### src/rtl/miner_ctrl_pkg.sv
// Shared state encodings for the multi-core miner controller.
package miner_ctrl_pkg;

  typedef enum logic [2:0] {
    ST_IDLE  = 3'd0,
    ST_MID   = 3'd1,
    ST_HDR   = 3'd2,
    ST_SOLVE = 3'd3,
    ST_HALT  = 3'd4
  } state_t;

  localparam int STATE_W = 3;
  localparam int IDX_W   = 4;

endpackage

### src/rtl/miner_claim_arbiter.sv
// Lowest-index priority encoder over per-core solution claims.
module miner_claim_arbiter #(
  parameter int NUM_CORES = 4
) (
  input  logic [NUM_CORES-1:0] i_req,
  output logic [3:0]           o_id,
  output logic                 o_any
);

  always_comb begin
    o_id  = 4'd0;
    o_any = |i_req;
    for (int i = NUM_CORES - 1; i >= 0; i--) begin
      if (i_req[i]) o_id = 4'(i);
    end
  end

endmodule

### src/rtl/miner_ctrl_multi.sv
// Job load / solve / halt controller for NUM_CORES solver cores.
// Define MINER_CTRL_HALT_TIMEOUT_EN to auto-resume from HALT after HALT_TIMEOUT cycles.
module miner_ctrl_multi
  import miner_ctrl_pkg::*;
#(
  parameter int NUM_CORES = 4,
  parameter int MID_WORDS = 8,
  parameter int HDR_WORDS = 3
`ifdef MINER_CTRL_HALT_TIMEOUT_EN
  ,
  parameter int HALT_TIMEOUT = 1024
`endif
) (
  input  logic                 clk,
  input  logic                 n_rst,
  input  logic                 start_found,
  input  logic                 word_valid,
  input  logic [NUM_CORES-1:0] sol_claim,
  input  logic                 sol_response,
  input  logic                 sol_reject,
  output logic [2:0]           state,
  output logic                 idle_st,
  output logic                 mid_st,
  output logic                 head_st,
  output logic                 solve_st,
  output logic                 halt_st,
  output logic [NUM_CORES-1:0] core_en,
  output logic [3:0]           word_idx,
  output logic [3:0]           winner_id,
  output logic                 claim_valid
);

  logic [2:0]           r_state;
  logic [2:0]           w_next;
  logic [3:0]           r_word_idx;
  logic [3:0]           w_idx_next;
  logic [3:0]           r_winner;
  logic [NUM_CORES-1:0] r_core_en;
  logic [3:0]           w_arb_id;
  logic                 w_arb_any;
  logic                 w_resume;
  logic                 w_mid_last;
  logic                 w_hdr_last;

  miner_claim_arbiter #(
    .NUM_CORES (NUM_CORES)
  ) u_arb (
    .i_req (sol_claim),
    .o_id  (w_arb_id),
    .o_any (w_arb_any)
  );

  assign w_mid_last = (r_word_idx == 4'(MID_WORDS - 1));
  assign w_hdr_last = (r_word_idx == 4'(HDR_WORDS - 1));

`ifdef MINER_CTRL_HALT_TIMEOUT_EN
  localparam int TW = $clog2(HALT_TIMEOUT) + 1;
  logic [TW-1:0] r_halt_cnt;

  // Counts cycles spent in HALT; value k means k edges since entry.
  always_ff @(posedge clk or negedge n_rst) begin
    if (!n_rst) begin
      r_halt_cnt <= '0;
    end else if (w_next == ST_HALT && r_state == ST_HALT) begin
      r_halt_cnt <= r_halt_cnt + 1'b1;
    end else begin
      r_halt_cnt <= '0;
    end
  end

  assign w_resume = sol_reject ||
                    (r_halt_cnt == TW'(HALT_TIMEOUT - 1));
`else
  assign w_resume = sol_reject;
`endif

  always_ff @(posedge clk or negedge n_rst) begin
    if (!n_rst) begin
      r_state    <= ST_IDLE;
      r_word_idx <= 4'd0;
      r_core_en  <= '0;
    end else begin
      r_state    <= w_next;
      r_word_idx <= w_idx_next;
      r_core_en  <= {NUM_CORES{w_next == ST_SOLVE}};
    end
  end

  always_comb begin
    w_next = ST_IDLE;
    if (start_found) begin
      w_next = ST_MID;
    end else if (sol_response) begin
      w_next = ST_IDLE;
    end else begin
      case (r_state)
        ST_IDLE:  w_next = ST_IDLE;
        ST_MID:   w_next = (word_valid && w_mid_last) ? ST_HDR : ST_MID;
        ST_HDR:   w_next = (word_valid && w_hdr_last) ? ST_SOLVE : ST_HDR;
        ST_SOLVE: w_next = w_arb_any ? ST_HALT : ST_SOLVE;
        ST_HALT:  w_next = w_resume ? ST_SOLVE : ST_HALT;
        default:  w_next = ST_IDLE;
      endcase
    end
  end

  always_comb begin
    w_idx_next = r_word_idx;
    if (start_found || sol_response) begin
      w_idx_next = 4'd0;
    end else if (r_state == ST_MID && word_valid) begin
      w_idx_next = w_mid_last ? 4'd0 : r_word_idx + 4'd1;
    end else if (r_state == ST_HDR && word_valid) begin
      w_idx_next = w_hdr_last ? 4'd0 : r_word_idx + 4'd1;
    end
  end

  // Winner only latches on a genuine SOLVE->HALT transition.
  always_ff @(posedge clk or negedge n_rst) begin
    if (!n_rst) begin
      r_winner <= 4'd0;
    end else if (r_state == ST_SOLVE && w_next == ST_HALT) begin
      r_winner <= w_arb_id;
    end
  end

  always_comb begin
    state       = r_state;
    idle_st     = (r_state == ST_IDLE);
    mid_st      = (r_state == ST_MID);
    head_st     = (r_state == ST_HDR);
    solve_st    = (r_state == ST_SOLVE);
    halt_st     = (r_state == ST_HALT);
    claim_valid = (r_state == ST_HALT);
    core_en     = r_core_en;
    word_idx    = r_word_idx;
    winner_id   = r_winner;
  end

endmodule

### config.mk
export PLATFORM = sky130hd
export DESIGN_NAME = miner_ctrl_multi
export DESIGN_NICKNAME = d
export VERILOG_FILES = /design/src/rtl/miner_ctrl_pkg.sv /design/src/rtl/miner_claim_arbiter.sv /design/src/rtl/miner_ctrl_multi.sv
export SDC_FILE = /design/constraint.sdc
export NUM_CORES = 1
export LEC_CHECK = 0
export BUFFER_PORTS_ARGS = -buffer_cell sky130_fd_sc_hd__buf_2
export CORE_MARGIN = 8
export CORE_UTILIZATION = 42
export CTS_CLUSTER_SIZE = 8
export DETAILED_ROUTE_END_ITERATION = 7
export PLACE_DENSITY_LB_ADDON = 0.05
export SLEW_MARGIN = 20
export SYNTH_ARGS = -nofsm -noshare
export SYNTH_HDL_FRONTEND = slang
export SYNTH_HIERARCHICAL = 1
export SYNTH_SLANG_ARGS = --single-unit
### constraint.sdc
create_clock -name clk -period 2.15 [get_ports clk]
set_clock_uncertainty 0.2 [all_clocks]
set_input_delay 0.215 -clock clk [delete_from_list [all_inputs] [get_ports clk]]
set_output_delay 0.215 -clock clk [all_outputs]
set_load 0.01 [all_outputs]
* Word-level counts from Yosys, hierarchy flattened
Cells that the tools add are included.
** Word-level totals
- Output and inout port bits :: 21
- Flip-flop bits (word level) :: 12
- Logic and storage cells :: 38
- Input port bits :: 10
** Cells by class
- Muxes and demuxes :: 16
- Reduce and logical (&&, ||, !) cells :: 9
- Equality and inequality tests :: 8
- $add $sub $neg :: 1
** Operators by type and width (count)
- two-way mux 4 bit :: 5
- two-way mux 3 bit :: 4
- one-hot mux 3 bit (4 select lines) :: 1
- two-way mux 2 bit :: 5
- == test 3 x 2 -> 1 bit (second input constant) :: 3
- == test 3 bit (second input constant) :: 2
- logical AND 1 bit :: 5
- adder 4 x 1 -> 4 bit (second input constant) :: 1
- == test 4 x 2 -> 1 bit (second input constant) :: 1
- == test 4 x 3 -> 1 bit (second input constant) :: 1
- OR reduction 4 bit :: 1
- == test 3 x 1 -> 1 bit (second input constant) :: 1
- logical NOT 3 bit :: 1
- nonzero test 3 bit :: 1
- logical OR 1 bit :: 1
- two-way mux 1 bit :: 1

* Longest topological paths before layout
Gate-level depths: netlist of the first run.
- Depth after elaboration :: 8
- Depth in mapped cells :: 6
- Mapped depth without buffers :: 6

* Cells and area by module
The synthesis of the first run kept the hierarchy.
** By module, submodules not included
- miner_ctrl_multi :: times used 1, seq. area each 300.3 sq um, cells each 71, area an instance 760.7 sq um
- miner_claim_arbiter :: times used 1, seq. area each 0.0 sq um, cells each 10, area an instance 53.8 sq um

* Worst setup path after synthesis of the first run
No wires, ideal clock.
- Path type :: register -> register
- Start :: register r_state[1], in the netlist state[1]
- End :: register r_word_idx[0], in the netlist word_idx[0]
- Required time :: 1.868 ns
- Path slack :: 0.314 ns
- Buffers on the path :: 1
- Period minus slack after synthesis :: 1.836 ns
- Stages on the path, launching flop included :: 6
- Setup time :: 0.082 ns
- Arrival time :: 1.553 ns
- Cell sequence :: dfrtp_1 > buf_6 > nor3b_4 > a2111oi_1 > or4b_1 > o22ai_1
** On the way
- Cells in the longest elaborated chain, start to end :: 4
- Elaborated cells between the ends (all ways) :: 7
- Classes of those cells :: 2 x eq/ne; 2 x mux; 3 x reduce/logical
** RTL lines
- from (decl) :: line miner_ctrl_multi.sv:33 : logic [2:0] r_state;
- from (signal assigned) :: line miner_ctrl_multi.sv:83 : r_state <= w_next;
- == test 3 x 1 -> 1 bit (*)
- net mid_st :: line miner_ctrl_multi.sv:23 : output logic mid_st,
- logical AND 1 bit (*) :: line miner_ctrl_multi.sv:111 : end else if (r_state == ST_MID && word_valid) begin
- two-way mux 4 bit :: line miner_ctrl_multi.sv:111
- two-way mux 4 bit :: line miner_ctrl_multi.sv:109 : if (start_found || sol_response) begin
- to (signal assigned) :: line miner_ctrl_multi.sv:84 : r_word_idx <= w_idx_next;
- to (decl) :: line miner_ctrl_multi.sv:35 : logic [3:0] r_word_idx;
The timed path passes the listed nets; every way through them passes the cells marked *.
A chain may end at the register's enable or synchronous reset.

* Final worst setup path of the first run
- Start :: register r_state[0], in the netlist state[0]
- End :: register r_word_idx[0], in the netlist word_idx[0]
** On the way
- Cells in the longest elaborated chain, start to end :: 4
- Elaborated cells between the ends (all ways) :: 7
- Classes of those cells :: 2 x eq/ne; 2 x mux; 3 x reduce/logical
** RTL lines (line)
- == test 3 x 1 -> 1 bit :: miner_ctrl_multi.sv:111
- logical AND 1 bit :: miner_ctrl_multi.sv:111
- two-way mux 4 bit :: miner_ctrl_multi.sv:111
- two-way mux 4 bit :: miner_ctrl_multi.sv:109
Parallel ways exist; a longest one is shown, timed or not.

==> results of run 1 <==
-- cell families after synthesis --
logic type | share of synthesized area
XOR/XNOR | 0.0338
AO/OA/AOI/OAI | 0.108
other | 0.00460
flip-flops | 0.369
AND/OR/NAND/NOR | 0.281
adder cells (fa/ha/maj) | 0.0307
buffers and inverters | 0.106
multiplexers | 0.0676
-- critical path, delay by kind of cell (launching register included) --
kind | cells | cell delay [ns]
compound gates | 2 | 0.29
flops | 1 | 0.59
simple gates | 2 | 0.80
-- timing repair --
| item | 4_1_cts | 5_1_grt |
|---|---|---|
| hold buffers | 1 | 0 |
| endpoints found under the hold margin | 12 | 0 |
| buffers inserted | 0 | 0 |
-- area by class of cell --
cell class / instances / area [um2]
sequential: 12 / 300
clock buffer: 4 / 36.3
inverter: 4 / 15.0
tap: 27 / 33.8
fill: 183 / 910
timing repair buffer: 33 / 175
multi-input combinational: 57 / 432
-- metrics by stage --
step	hold WS [ns]	utilization	cells	total power [mW]
after floorplan	-0.281	-	82	0.287
after global placement	-0.0945	0.497	132	0.310
after CTS	0.0207	0.522	137	0.491
after global routing	0.0293	0.522	137	0.511
after detailed placement	-0.0962	0.497	132	0.311
final	0.0266	0.522	137	0.481
-- layout by cell type, fill, tap and decap left out, types with 2 or more instances in the layout --
master,synthesis,layout
buf_4,6,2
dfrtp_1,12,12
and2_1,2,2
buf_2,0,30
ha_1,2,2
o22ai_1,2,2
nor3b_4,2,2
mux2_1,4,4
or3_1,2,2
inv_1,4,4
nand4_1,2,2
nand2b_1,2,2
nor3_1,3,3
a21oi_1,2,2
clkbuf_4,0,3
conb_1,1,2
nor2_1,6,6
nand2_1,5,5
-- where the power goes --
group | leakage, nW | internal (mW) | switching (mW)
Combinational | 0.318 | 0.0335 | 0.0350
Sequential | 0.165 | 0.229 | 0.00891
Clock | 0.0210 | 0.103 | 0.0724
Total | 0.504 | 0.365 | 0.116
-- registers in the layout, indices dropped and copies added (netlist names) --
signal     count
core_en        1
state          3
winner_id      4
word_idx       4
-- path summary, 6_finish.rpt --
kind                                                  to  slack [ns]  cells past startpoint
worst max-delay path             word_idx[0]$_DFFE_PN0P_        0.20                      4
worst min-delay path                  state[0]$_DFF_PN0_        0.03                      2
worst max register to register   word_idx[0]$_DFFE_PN0P_        0.20                      4
worst min register to register  winner_id[0]$_DFFE_PN0P_        0.29                      1
max in group asynchronous             state[2]$_DFF_PN0_        1.40                      2
min in group asynchronous       winner_id[3]$_DFFE_PN0P_        0.14                      2
-- routing by layer --
layer  wire (um)  part of all wire
met3         118             0.063
met5           0                 0
met4          19             0.010
met2         885              0.47
met1         850              0.45
==> out/qor.txt, run 1 <==
status - completed
post-route ant nets - 0
Worst EP arrival - 1.94 ns
synth top area cells - dfrtp_1 (37%), buf_4 (5.5%), mux2_1 (5.5%), nor3b_4 (4.6%), xnor2_4 (3.4%)
vias in the first global route - 628
RR Startpoint - state[0]$_DFF_PN0_
DP HPWL - 1590 um
Placed Area - 946 um2
Netlist cell types - 39
DP Worst Slack - 0.201 ns
Tcrit/Tclk final - 0.906
clock latency on the worst-skew pair - 0.27 ns
drt first-iter violations - 6
CP max stage delay - 0.59 ns
Sinks on Clock Net - 12
# rows - 16
TritonCTS clock tree - yes
clock root cell - clkbuf_4
Worst slew margin - 0.666
Worst EP required - 2.14 ns
CTS buffer count - 3
CP Cell Sequence - nor3b_4 -> a2111oi_1 -> or4b_1 -> o22ai_1
Starting Density - 0.428
H-tree levels - 1
Ports - 31
RSZ-0062 raised after global routing - no
PortBufs - 30
fin crit period - 1.95 ns
antenna violations before repair - 0
post-synthesis sequential area ratio - 0.369
global routing's busiest layer - met2
Die Wd - 60.0 um
buffers from clock root to sink, at most - 2
via count - 655
worst-path fanout max - 10
Worst Setup Start Kind - register
GR Layer Usage met2 - 0.174
ys flop type - dfrtp_1
Least-Margin Pin Slew - 0.493 ns
Hold Path Class - input pin to register
setup TNS - 0 ns
core area - 1900 um2
Yosys reg bits - 12
Synth Cell Area - 815 um2
critical path class - register to register
routability cong. - 0.820
max_cap viols - 0
DIE AREA - 3600 um2
met3 usage - 0.0430
worst vdd ir - 0.000367 V
yosys warns - 6
largest net degree at the start of global routing - 13
worst setup path start - state[0]$_DFF_PN0_
met1 global-route usage - 0.130
final setup vio count - 0
total gr overflow - 0
per-cell routed wire length - 13.7 um
Synth area leader - dfrtp_1
first-pass GRT wire length - 2930 um
die height - 60.0 um
Pins Over Slew Limit - 0
max frequency - 0.513 GHz
most common cell in the netlist - dfrtp_1
most frequent cells after synthesis - dfrtp_1 (12), buf_4 (6), nor2_1 (6)
Leak - 0.504 nW
antenna cells - 0
ys async rst share - 1.00
Via density - 4.78
area growth from synthesis to layout - 21.8%
design area - 992 um2
# resized after CTS - 0
gr usage total - 0.110
Gate Count Post-Synth - 81
Crit-path slowest cell - dfrtp_1
hold path start - start_found
final WL - 1870 um
clk slew on worst S/H paths - 0.08 ns
Pre-antenna DRT Iters - 3
final layout net count - 123
DRC Markers - 0
Setup crit end kind - register
PwrDens - 485 nW/um2
layout cells sized above 1 - 0.373
Post-synth EDFFs - 0
fin worst setup slack - 0.203 ns
Hold Fails Final Rpt - 0
post-synthesis area per instance - 10.1 um2
post-synth top area share - 0.369
(Power assumes the default switching activity.)
==> inputs of run 2 (changes only) <==
Settings changed: ABC_CLOCK_PERIOD_IN_PS from default to 2000.
Clock period 2.15 ns to 2 ns, I/O delays scaled along.
==> out/qor.txt, run 2 (synthesis gave the netlist of run 1 again) <==
Ports - 31 (unchanged)
buffers from clock root to sink, at most - 2 (unchanged)
gr usage total - 0.121 (+0.0113)
DRC Markers - 0 (unchanged)
PortBufs - 30 (unchanged)
clock root cell - clkbuf_4
setup TNS - 0 ns (unchanged)
worst hold slack - 0.0132 ns (-0.0134 ns)
Sinks on Clock Net - 12 (unchanged)
via count - 717 (+9.5%)
core area - 1900 um2 (unchanged)
H-tree levels - 1 (unchanged)
fin crit period - 1.91 ns
die height - 60.0 um (unchanged)
PwrDens - 496 nW/um2 (+2.3%)
Leak - 0.548 nW (+8.6%)
routability cong. - 0.822 (+0.23%)
total gr overflow - 0 (unchanged)
clock latency on the worst-skew pair - 0.27 ns (about the same)
Pins Over Slew Limit - 0 (unchanged)
max frequency - 0.525 GHz
Worst EP arrival - 1.91 ns (-0.03 ns)
post-route ant nets - 0 (unchanged)
layout cells sized above 1 - 0.445 (+0.0727)
worst-path fanout max - 5 (-5)
Hold Fails Final Rpt - 0 (unchanged)
first-pass GRT wire length - 3250 um (+11%)
Tcrit/Tclk final - 0.953
max_cap viols - 0 (unchanged)
drt first-iter violations - 11 (+5)
Via density - 4.91 (+2.7%)
final layout net count - 132 (+7.3%)
Crit-path slowest cell - or4b_4
Hold Path Class - input pin to register
number of fill cells - 183 (unchanged)
CTS buffer count - 3 (unchanged)
per-cell routed wire length - 13.9 um (+1.6%)
vias in the first global route - 732 (+17%)
DIE AREA - 3600 um2 (unchanged)
commonest non-fill, non-tap cell in the layout - buf_2
status - completed
RSZ-0062 raised after global routing - no
CP max stage delay - 0.55 ns (-0.04 ns)
Worst EP required - 2.00 ns (-0.14 ns)
final WL - 2030 um (+8.3%)
final setup vio count - 0 (unchanged)
TritonCTS clock tree - yes
clk slew on worst S/H paths - 0.08 ns (about the same)
post-CTS setup buffer count - 0 (unchanged)
Pre-antenna DRT Iters - 3 (unchanged)
largest net degree at the start of global routing - 13 (unchanged)
# rows - 16 (unchanged)
Die Wd - 60.0 um (unchanged)
antenna violations before repair - 0 (unchanged)
Setup crit end kind - register
CP Cell Sequence - dlygate4sd3_1 -> buf_2 -> or2_2 -> or4b_4 -> o22ai_1
critical path class - input pin to register
Worst Setup Start Kind - input pin
worst vdd ir - 0.000366 V (-0.28%)
antenna cells - 0 (unchanged)
DP HPWL - 1620 um (+1.9%)
Starting Density - 0.428 (unchanged)
area growth from synthesis to layout - 31.5%
commonest cells after routing, fill and taps aside - buf_2 (30), dfrtp_1 (10), buf_4 (10)
## run 2: changes by cell type in the layout (fill, tap and decap cells not counted), sizes merged
cell | previous run | this run
dlygate4sd3 | 1 | 2
buf | 32 | 40
## run 2: worst paths after layout
kind                                          start  cells past startpoint                        to  slack (ns)
setup / recovery                        start_found                      5   word_idx[1]$_DFFE_PN0P_        0.09
hold / removal                           sol_reject                      3        state[2]$_DFF_PN0_        0.01
setup reg to reg            word_idx[0]$_DFFE_PN0P_                      6   word_idx[1]$_DFFE_PN0P_        0.11
hold reg to reg            winner_id[1]$_DFFE_PN0P_                      1  winner_id[1]$_DFFE_PN0P_        0.28
max in group asynchronous                     n_rst                      2        state[0]$_DFF_PN0_        1.22
min in group asynchronous                     n_rst                      2  winner_id[3]$_DFFE_PN0P_        0.14
## run 2: cell type report
cell class                      instances  area (um2)  share of cell area
Multi-Input combinational cell         57         438               0.409
Timing Repair Buffer                   42         245               0.229
Tap cell                               27        33.8              0.0315
Inverter                                4        15.0              0.0140
Sequential cell                        12         303               0.283
Clock buffer                            4        36.3              0.0339
## run 2: repair_timing
item	4_1_cts	5_1_grt
gates resized for setup	0	4
endpoints found under the setup margin	0	2
hold endpoints to repair	13	0
hold buffers	2	0
## run 2: layer usage
layer / track usage / up-vias / routed length [um]
li1: - / 360 / -
met1: 0.141 / 331 / 889
met2: 0.194 / 24 / 974
met3: 0.0473 / 2 / 145
met4: 0.0476 / 0 / 19
met5: 0 / - / 0
## run 2: metrics by stage
stage	total power, mW	instance area [um2]	util	setup slack, ns	cells
after floorplan	0.309	818	-	0.164	82
after global placement	0.337	1010	0.529	0.0961	140
after detailed placement	0.338	1010	0.529	0.0611	140
after CTS	0.540	1060	0.559	0.0521	146
after global routing	0.563	1070	0.563	0.0268	146
final	0.532	1070	0.563	0.0938	146
## run 2: worst max-delay path: cells and delay by family
| kind | cells | cell delay [ns] |
|---|---|---|
| AND/OR/NAND/NOR | 2 | 0.87 |
| buffers and inverters | 2 | 0.67 |
| AO/OA/AOI/OAI | 1 | 0.17 |
## run 2: power breakdown
| part | total (mW) | internal [mW] | switching (mW) |
|---|---|---|---|
| clock network | 0.195 | 0.111 | 0.0840 |
| registers | 0.255 | 0.246 | 0.00892 |
| logic | 0.0815 | 0.0409 | 0.0406 |
| total | 0.532 | 0.398 | 0.134 |
